[src/rtl/c3lib_rr_arb_pkg.sv]
// ---------------------------------------------------------------------------
// c3lib_rr_arb_pkg
//   Shared types and helpers for the round-robin request/ack splitter family.
//   - rr_state_e : handshake FSM encoding (IDLE, REQ, GRANT, REL)
//   - rr_pick()  : rotating first-set search over up to RR_MAX_CLI requestors
// ---------------------------------------------------------------------------
package c3lib_rr_arb_pkg;

  localparam int unsigned RR_MAX_CLI = 16;
  localparam int unsigned RR_PTR_W   = 4;

  typedef enum logic [1:0] {
    IDLE  = 2'd0,
    REQ   = 2'd1,
    GRANT = 2'd2,
    REL   = 2'd3
  } rr_state_e;

  // Returns {found, idx}. Scans req starting at ptr upward and wraps at n,
  // i.e. rotate by ptr, priority-encode from bit 0, then unrotate. Only the
  // low n bits of req take part; ptr is expected to be < n.
  function automatic logic [RR_PTR_W:0] rr_pick(
    input logic [RR_MAX_CLI-1:0] req,
    input logic [RR_PTR_W-1:0]   ptr,
    input int unsigned           n
  );
    logic                found;
    logic [RR_PTR_W-1:0] idx;
    logic [RR_PTR_W:0]   j;
    found = 1'b0;
    idx   = '0;
    for (int unsigned i = 0; i < RR_MAX_CLI; i++) begin
      // ptr + i < 2n, so a single conditional subtract is the modulo
      j = {1'b0, ptr} + (RR_PTR_W+1)'(i);
      if (j >= (RR_PTR_W+1)'(n)) j = j - (RR_PTR_W+1)'(n);
      if ((i < n) && !found && req[j[RR_PTR_W-1:0]]) begin
        found = 1'b1;
        idx   = j[RR_PTR_W-1:0];
      end
    end
    return {found, idx};
  endfunction

endpackage

[src/rtl/c3lib_rr_pick.sv]
// ---------------------------------------------------------------------------
// c3lib_rr_pick
//   Combinational round-robin picker: first set request at or above ptr_i,
//   wrapping at NUM_CLI. Thin wrapper around rr_pick() so other arbiters can
//   drop it in with their own widths.
// Ports
//   req_i  [NUM_CLI-1:0]  request vector
//   ptr_i  [IW-1:0]       search start index (< NUM_CLI)
//   idx_o  [IW-1:0]       selected index (0 when nothing requested)
//   vld_o                 at least one request present
// ---------------------------------------------------------------------------
module c3lib_rr_pick
  import c3lib_rr_arb_pkg::*;
#(
  parameter int unsigned NUM_CLI = 4,
  parameter int unsigned IW      = 2
) (
  input  logic [NUM_CLI-1:0] req_i,
  input  logic [IW-1:0]      ptr_i,
  output logic [IW-1:0]      idx_o,
  output logic               vld_o
);

  logic [RR_PTR_W:0] pick;

  always_comb begin
    pick  = rr_pick(RR_MAX_CLI'(req_i), RR_PTR_W'(ptr_i), NUM_CLI);
    idx_o = IW'(pick[RR_PTR_W-1:0]);
    vld_o = pick[RR_PTR_W];
  end

endmodule

[src/rtl/c3lib_rr_arb_split.sv]
// ---------------------------------------------------------------------------
// c3lib_rr_arb_split
//   Splits one upstream 4-phase req/ack channel across NUM_CLI clients.
//   up_req is the serialised OR of client requests; the returning up_ack is
//   routed as a level grant to exactly one client, chosen round-robin.
//   All outputs are registered; each is decoded from the next FSM state.
//
// Optional feature (macro C3LIB_RR_ARB_TIMEOUT_EN):
//   watchdog counting cycles spent in REQ/REL; at TO_CYCLES it sets sticky
//   to_err, drops up_req/cli_gnt and forces IDLE with the pointer advanced.
//   Without the macro there is no counter and to_err is tied 0.
//
// Ports
//   clk       clock
//   rst_n     async active-low reset
//   cli_req   [NUM_CLI-1:0] level request per client
//   cli_gnt   [NUM_CLI-1:0] one-hot level grant
//   up_req    merged upstream request
//   up_ack    upstream acknowledge
//   owner_id  index of current/last owner
//   busy      FSM not in IDLE
//   to_err    sticky watchdog flag
// ---------------------------------------------------------------------------
module c3lib_rr_arb_split
  import c3lib_rr_arb_pkg::*;
#(
  parameter int unsigned NUM_CLI   = 4,
  parameter int unsigned TO_CYCLES = 255,
  localparam int unsigned IW       = (NUM_CLI > 1) ? $clog2(NUM_CLI) : 1
) (
  input  logic               clk,
  input  logic               rst_n,
  input  logic [NUM_CLI-1:0] cli_req,
  output logic [NUM_CLI-1:0] cli_gnt,
  output logic               up_req,
  input  logic               up_ack,
  output logic [IW-1:0]      owner_id,
  output logic               busy,
  output logic               to_err
);

  rr_state_e          state_q, state_d;
  logic [IW-1:0]      owner_q, owner_d;
  logic [IW-1:0]      rr_ptr_q, rr_ptr_d;
  logic [NUM_CLI-1:0] gnt_q, gnt_d;
  logic               up_req_q, up_req_d;
  logic               busy_q, busy_d;

  logic [IW-1:0]      pick_idx;
  logic               pick_vld;
  logic [IW-1:0]      owner_nxt;
  logic               wd_fire;

  c3lib_rr_pick #(
    .NUM_CLI (NUM_CLI),
    .IW      (IW)
  ) u_pick (
    .req_i (cli_req),
    .ptr_i (rr_ptr_q),
    .idx_o (pick_idx),
    .vld_o (pick_vld)
  );

  // pointer value that puts the current owner last in the next search
  assign owner_nxt = (owner_q == IW'(NUM_CLI-1)) ? '0 : owner_q + IW'(1);

  // --------------------------------------------------------------------------
  // Watchdog
  // --------------------------------------------------------------------------
`ifdef C3LIB_RR_ARB_TIMEOUT_EN
  localparam int unsigned CW = (TO_CYCLES > 1) ? $clog2(TO_CYCLES+1) : 1;

  logic [CW-1:0] wd_cnt_q, wd_cnt_d;
  logic          to_err_q, to_err_d;
  logic          wd_run;

  assign wd_run  = (state_q == REQ) || (state_q == REL);
  // counter holds cycles already spent in this state, so the TO_CYCLES-th
  // cycle is the one that fires
  assign wd_fire = wd_run && (wd_cnt_q == CW'(TO_CYCLES-1));

  always_comb begin
    wd_cnt_d = '0;
    to_err_d = to_err_q | wd_fire;
    // restart on every state change so REQ and REL each get a full budget
    if (wd_run && (state_d == state_q)) wd_cnt_d = wd_cnt_q + CW'(1);
  end

  always_ff @(posedge clk or negedge rst_n) begin
    if (!rst_n) begin
      wd_cnt_q <= '0;
      to_err_q <= 1'b0;
    end else begin
      wd_cnt_q <= wd_cnt_d;
      to_err_q <= to_err_d;
    end
  end

  assign to_err = to_err_q;
`else
  assign wd_fire = 1'b0;
  assign to_err  = 1'b0;
`endif

  // --------------------------------------------------------------------------
  // FSM next state
  // --------------------------------------------------------------------------
  always_comb begin
    state_d  = state_q;
    owner_d  = owner_q;
    rr_ptr_d = rr_ptr_q;

    unique case (state_q)
      IDLE: begin
        // up_ack is deliberately ignored here
        if (pick_vld) begin
          owner_d = pick_idx;
          state_d = REQ;
        end
      end
      REQ: begin
        if (up_ack) state_d = cli_req[owner_q] ? GRANT : REL;
      end
      GRANT: begin
        if (!cli_req[owner_q]) state_d = REL;
      end
      REL: begin
        if (!up_ack) begin
          state_d  = IDLE;
          rr_ptr_d = owner_nxt;
        end
      end
      default: state_d = IDLE;
    endcase

    if (wd_fire) begin
      state_d  = IDLE;
      rr_ptr_d = owner_nxt;
    end
  end

  // outputs decoded from the next state so they are clean flops
  always_comb begin
    up_req_d = (state_d == REQ) || (state_d == GRANT);
    busy_d   = (state_d != IDLE);
    gnt_d    = '0;
    if (state_d == GRANT) gnt_d[owner_d] = 1'b1;
  end

  always_ff @(posedge clk or negedge rst_n) begin
    if (!rst_n) begin
      state_q  <= IDLE;
      owner_q  <= '0;
      rr_ptr_q <= '0;
      gnt_q    <= '0;
      up_req_q <= 1'b0;
      busy_q   <= 1'b0;
    end else begin
      state_q  <= state_d;
      owner_q  <= owner_d;
      rr_ptr_q <= rr_ptr_d;
      gnt_q    <= gnt_d;
      up_req_q <= up_req_d;
      busy_q   <= busy_d;
    end
  end

  assign cli_gnt  = gnt_q;
  assign up_req   = up_req_q;
  assign owner_id = owner_q;
  assign busy     = busy_q;

endmodule

[config.mk]
export PLATFORM = sky130hd
export DESIGN_NAME = c3lib_rr_arb_split
export DESIGN_NICKNAME = d
export VERILOG_FILES = /design/src/rtl/c3lib_rr_arb_pkg.sv /design/src/rtl/c3lib_rr_pick.sv /design/src/rtl/c3lib_rr_arb_split.sv
export SDC_FILE = /design/constraint.sdc
export NUM_CORES = 1
export LEC_CHECK = 0
export BUFFER_PORTS_ARGS = -buffer_cell sky130_fd_sc_hd__clkbuf_2
export CAP_MARGIN = 30
export CELL_PAD_IN_SITES_DETAIL_PLACEMENT = 1
export CELL_PAD_IN_SITES_GLOBAL_PLACEMENT = 1
export CORE_MARGIN = 2
export CORE_UTILIZATION = 38
export CTS_BUF_LIST = sky130_fd_sc_hd__clkbuf_4
export DETAILED_ROUTE_END_ITERATION = 12
export PLACE_DENSITY = 0.79
export REMOVE_ABC_BUFFERS = 1
export SETUP_SLACK_MARGIN = 0.4
export SLEW_MARGIN = 20
export SYNTH_ARGS = -nofsm -noshare
export SYNTH_HDL_FRONTEND = slang
export SYNTH_SLANG_ARGS = --single-unit
[constraint.sdc]
create_clock -name clk -period 3.4 [get_ports clk]
set_input_delay 0.34 -clock clk [delete_from_list [all_inputs] [get_ports clk]]
set_output_delay 0.34 -clock clk [all_outputs]
set_load 0.005 [all_outputs]
==> metrics, run 1 <==
DR vias=673; Clock Sinks=12; post-synth top area share=0.3448; Layout Cells excl Fill=127; DP HPWL=1.526 mm; largest net degree at the start of global routing=14; diodes inserted=0; PD cells=904.9 mW/mm2; Site Rows=17; yosys warns=0; post-synth top area cell=dfrtp_1; final core utilization=0.4552; Clock Path Buffers=2; Peak Freq=373.9 MHz; CTS resizes=0; root buffer cell=clkbuf_4; count of final setup violators=0; IO Pins=16; Synth Register Bits=12; Max VDD drop=0.3512 mV; vias per cell=5.299; WP data required=3.54 ns; Placeable Area=0.002191 mm2; GRT overflow=0; setup_tns=0 ns; Final Slew Violations=0; Final Hold Vio Count=0; synth cell count leaders=dfrtp_1, inv_1, ha_1, nand3_1; htree depth=1; Worst Hold Class=input port to flip-flop; Async SR Flop Fraction=1.000; status=completed; cell count after placement=123; Netlist Area Pre-Place=870.8 um2; Primary FF master, synth=dfrtp_1; overall routed net length=1.838 mm; Setup crit end kind=flip-flop; worst clock skew=0.002361 ns; Worst-path clk slew=0.06 ns; Num CTS Buffers=3; DR pass1 iterations=2; Antenna Nets Post-Route=0; IO buf count=14; initial core utilization=0.3975; crit path time final=2.674 ns; Chip Height=51.87 um; Tot GR Track Use=0.1632; area grow syn2layout=14.51%; Tcrit/Tclk final=0.7866; post-CTS setup buffers=0; Die Width=51.87 um; drt wl/cell=14.47 um; vias in the first global route=701; initial antenna violation count=0; CTS tree=done; GPL Wtd Cong=0.7917; Crit Path Max Fanout=9; worst skew pair latency=0.27 ns; RSZ-0062 raised after global routing=no; Die Area=0.002691 mm2; net count reported at finish=115; CP arrival=2.82 ns; fraction of layout cells with a size suffix above 1=0.3636; EDFF count, synth=0; Min Hold Slack=0.3665 ns; Mapped Cells=82; most common cell in the netlist=dfrtp_1; DRC viols=0; Critical Path Source Type=flip-flop; ranking of synthesized cells by area=dfrtp_1, ha_1, mux4_2, mux2i_1, inv_1; max-cap violation count=0; Yosys cell types=39; leak pwr=0.4684 nW; first-pass GRT wire length=3.215 mm; CP Class=flip-flop to flip-flop; total power=0.0009024 W; sequential share of the synthesized area=0.3448; Avg Inst Size Synth=10.62 um2; Initial DRC Count=8
==> power by group <==
part | leakage (nW) | internal [W] | switching, W
sequential | 0.148 | 0.000202 | 0.0000614
clock | 0.0138 | 0.0000410 | 0.0000405
combinational | 0.307 | 0.000253 | 0.000305
total | 0.468 | 0.000496 | 0.000407
==> cell families after synthesis <==
kind of cell             count (synthesis)  synth area share
flip-flops                              12            0.3448
buffers and inverters                   11           0.06034
AND/OR/NAND/NOR                         27            0.2112
adder cells (fa/ha/maj)                  7            0.1006
AO/OA/AOI/OAI                           15            0.1351
multiplexers                             9            0.1437
other                                    1          0.004306
==> worst paths after layout <==
kind | end | cells past startpoint | slack (ns) | from
max | cli_gnt[0] | 9 | 0.73 | rr_ptr_q[1]
max in group asynchronous | state_q[0] | 2 | 2.70 | rst_n
max reg2reg | cli_gnt[0] | 9 | 0.73 | rr_ptr_q[1]
min in group asynchronous | rr_ptr_q[0] | 2 | 0.48 | rst_n
min reg2reg | rr_ptr_q[0] | 1 | 0.60 | owner_id[0]
min | state_q[1] | 3 | 0.37 | up_ack
==> cells in the final DEF, fill, tap and decap left out, types with 2 or more instances in the layout <==
cell,n
a21oi_1,3
clkbuf_2,14
clkbuf_4,3
dfrtp_1,12
ha_1,7
inv_1,8
mux2i_1,4
mux4_2,2
nand2_1,3
nand3_1,5
nor2_1,4
nor3_1,2
nor3b_2,2
o21ai_2,2
o31ai_1,2
==> sequential cells by signal (all words and copies together) (netlist names) <==
| signal | cells |
|---|---|
| cli_gnt | 4 |
| state_q | 2 |
| up_req | 1 |
| owner_id | 2 |
| rr_ptr_q | 2 |
| busy | 1 |
==> per-layer routing <==
metal / wire length (um) / part of all wire / track usage / up-vias
li1: - / - / - / 330
met1: 812 / 0.44 / 0.2077 / 330
met2: 961 / 0.52 / 0.2806 / 10
met3: 35 / 0.019 / 0.008621 / 3
met4: 29 / 0.016 / 0.07895 / 0
met5: 0 / 0 / 0 / -
==> worst max-delay path, cell delays in order, from the launching register on <==
cell and delay (ns):
dfrtp_1 0.50, inv_1 0.13, ha_1 0.41, a21bo_2 0.24
o2bb2ai_1 0.22, nor4_2 0.09, mux4_2 0.52, ha_1 0.24
inv_1 0.13, nor3_2 0.07
==> cell type report <==
class	count	area (um2)
Clock buffer	3	22.52
Timing Repair Buffer	16	87.58
Tap cell	28	35.03
Sequential cell	12	300.3
Inverter	9	33.78
Multi-Input combinational cell	59	518.0
Fill cell	257	1194
==> per-stage QoR <==
step / worst slack [ns] / instance area [um2]
2_1_floorplan: 0.7946 / 852.1
3_3_place_gp: 0.8530 / 964.7
3_5_place_dp: 0.7389 / 964.7
4_1_cts: 0.7151 / 997.2
5_1_grt: 0.5639 / 997.2
6_report: 0.7257 / 997.2
==> what timing repair did <==
item	4_1_cts	5_1_grt
endpoints found under the hold margin	12	0
hold buffers	1	0
endpoints found under the setup margin	0	0
No activity file was read; power rests on OpenSTA's default activity.
==> run 2: changes to the inputs <==
--- a/config.mk
+++ b/config.mk
@@ -5,6 +5,7 @@
 export SDC_FILE = /design/constraint.sdc
 export NUM_CORES = 1
 export LEC_CHECK = 0
+export ABC_AREA = 1
 export BUFFER_PORTS_ARGS = -buffer_cell sky130_fd_sc_hd__clkbuf_2
 export CAP_MARGIN = 30
 export CELL_PAD_IN_SITES_DETAIL_PLACEMENT = 1
@@ -13,7 +14,7 @@
 export CORE_UTILIZATION = 38
 export CTS_BUF_LIST = sky130_fd_sc_hd__clkbuf_4
 export DETAILED_ROUTE_END_ITERATION = 12
-export PLACE_DENSITY = 0.79
+export PLACE_DENSITY = 0.83
 export REMOVE_ABC_BUFFERS = 1
 export SETUP_SLACK_MARGIN = 0.4
 export SLEW_MARGIN = 20
==> constraint.sdc (replaced) <==
create_clock -name clk -period 2.8 [get_ports clk]
set_input_delay 0.28 -clock clk [delete_from_list [all_inputs] [get_ports clk]]
set_output_delay 0.28 -clock clk [all_outputs]
set_load 0.005 [all_outputs]
==> metrics, run 2 <==
IO Pins=16; ranking of synthesized cells by area=dfrtp_1, ha_1, nand2_1, nand2_2, nand3_1; initial antenna violation count=0; Max VDD drop=0.5737 mV; DR pass1 iterations=2; routing usage on met1=0.1964; Antenna Nets Post-Route=0; net count reported at finish=139; Clock Sinks=12; Setup crit end kind=flip-flop; crit-path max cell delay=0.42 ns; overall routed net length=1.919 mm; WP data required=3.01 ns; first-pass GRT wire length=3.519 mm; Final Slew Violations=0; Clock Path Buffers=2; met3 global-route usage=0.01724; EDFF count, synth=0; final core utilization=0.4575; crit path time final=2.145 ns; setup_tns=0 ns; Worst Hold Class=input port to flip-flop; cell count after placement=147; Top Usage Layer GRT=met2; DP HPWL=1.689 mm; final setup margin=0.6547 ns; CP most frequent cell=inv_1; Sw Share=0.5232; PD cells=1282 mW/mm2; htree depth=1; diodes inserted=0; area grow syn2layout=15.92%; CP Class=flip-flop to flip-flop; Initial DRC Count=1; Async SR Flop Fraction=1.000; initial core utilization=0.3946; Critical Path, Cell by Cell=inv_1, ha_1, inv_1, nand3_2, nand3_4, nand3_2, nand2_2, nand4_1, inv_1, ha_1, nand3_1, nor2_1; total power=0.001285 W; GRT overflow=0; Site Rows=17; Mapped Cells=106; Die Area=0.002673 mm2; Peak Freq=466.1 MHz; Num CTS Buffers=3; most frequent cells in the layout=nand2_1, clkbuf_2, inv_1, nand2_2, dfrtp_1; Synth Register Bits=12; DRC viols=0; Max stage delay cell, worst path=dfrtp_1; Worst-path clk slew=0.08 ns; Netlist Area Pre-Place=864.6 um2; yosys warns=0; Final Hold Vio Count=0; leak pwr=0.5346 nW; CP Buf/Inv Count=3; vias in the first global route=810; CTS tree=done; Avg Inst Size Synth=8.156 um2; logic gate share of total power=0.656; RSZ-0062 raised after global routing=no; vias per cell=4.763; drt wl/cell=12.63 um; largest net degree at the start of global routing=13; post-synth top area cell=dfrtp_1; Yosys cell types=21; commonest non-fill, non-tap cell in the layout=nand2_1; IO buf count=14; Chip Height=51.70 um; Flop pwr share=0.260; CP arrival=2.35 ns; Primary FF master, synth=dfrtp_1; worst skew pair latency=0.27 ns; pre-CTS setup slack=0.5494 ns; clock share of power=0.084; Largest register FFs=4; root buffer cell=clkbuf_4; Die Width=51.70 um; Crit Path Max Fanout=5; met2 GRT Util=0.3376; DR vias=724; max-cap violation count=0; Placeable Area=0.002191 mm2; count of final setup violators=0; internal power=0.0006128 W; Net Sw Power=0.0006724 W; most common cell in the netlist=nand2_1; Tcrit/Tclk final=0.7662; GPL Wtd Cong=0.8950; synth cell count leaders=nand2_1, dfrtp_1, inv_1, nand2_2, nand3_1; fraction of layout cells with a size suffix above 1=0.3710; status=completed; Layout Cells excl Fill=152; Tot GR Track Use=0.1773; crit-path leading delay family=simple AND/OR/NAND/NOR gates; Critical Path Source Type=flip-flop; sequential share of the synthesized area=0.3473; worst clock skew=0.003422 ns; post-synth top area share=0.3473
[run 2: routing by layer]
layer	wire, um	part of all wire	vias to the layer above
li1	-	-	370
met1	789	0.41	348
met2	1090	0.57	4
met3	25	0.013	2
met4	13	0.0068	0
met5	0	0	-
[run 2: path summary, 6_finish.rpt]
kind                        startpoint           to  slack (ns)  cells past startpoint
setup / recovery           rr_ptr_q[1]   cli_gnt[0]        0.65                     12
hold / removal                  up_ack   state_q[1]        0.34                      3
setup reg to reg           rr_ptr_q[1]   cli_gnt[0]        0.65                     12
hold reg to reg             state_q[0]   state_q[1]        0.60                      1
max in group asynchronous        rst_n  rr_ptr_q[0]        2.12                      2
min in group asynchronous        rst_n       up_req        0.42                      2
[run 2: power by group through the flow]
stage / Sequential (W) / Clock, W / Combinational (W)
global placement: 0.000328 / 0 / 0.000808
detailed placement: 0.000335 / 0 / 0.000854
global route: 0.000349 / 0.000124 / 0.000963
CTS: 0.000332 / 0.000111 / 0.000858
finish: 0.000334 / 0.000108 / 0.000843
floorplan: 0.000324 / 0 / 0.000641
[run 2: what timing repair did]
action,in CTS,in global routing
hold endpoints to repair,12,0
setup buffers,0,0
gates resized for setup,0,2
hold buffers,1,0
setup endpoints to repair,0,4
[run 2: final cells by class]
cell class	instances	area [um2]
clock buffer	3	22.52
tap	28	35.03
sequential	12	301.5
inverter	15	58.81
fill	275	1189
clock inverter	1	3.754
timing repair buffer	15	80.08
multi-input combinational	78	500.5
[run 2: cell families (layout without fill, tap and decap cells)]
group | Yosys count | after routing | share of synthesized area
compound gates | 6 | 6 | 0.04197
flops | 12 | 12 | 0.3473
simple gates | 64 | 64 | 0.4313
fa+ha+maj | 7 | 7 | 0.1013
other cells | 1 | 1 | 0.004337
buf+inv | 16 | 34 | 0.07380
[run 2: stage by stage]
step,area (um2),hold slack [ns]
after floorplan,857.1,-0.01559
after global placement,962.2,0.1836
after detailed placement,962.2,0.1863
after CTS,998.5,0.3419
after global routing,1002,0.3515
final,1002,0.3415
[run 2: worst min-delay path: stages]
cell and delay [ns]:
clkbuf_2 0.10, inv_1 0.07, a21oi_1 0.10
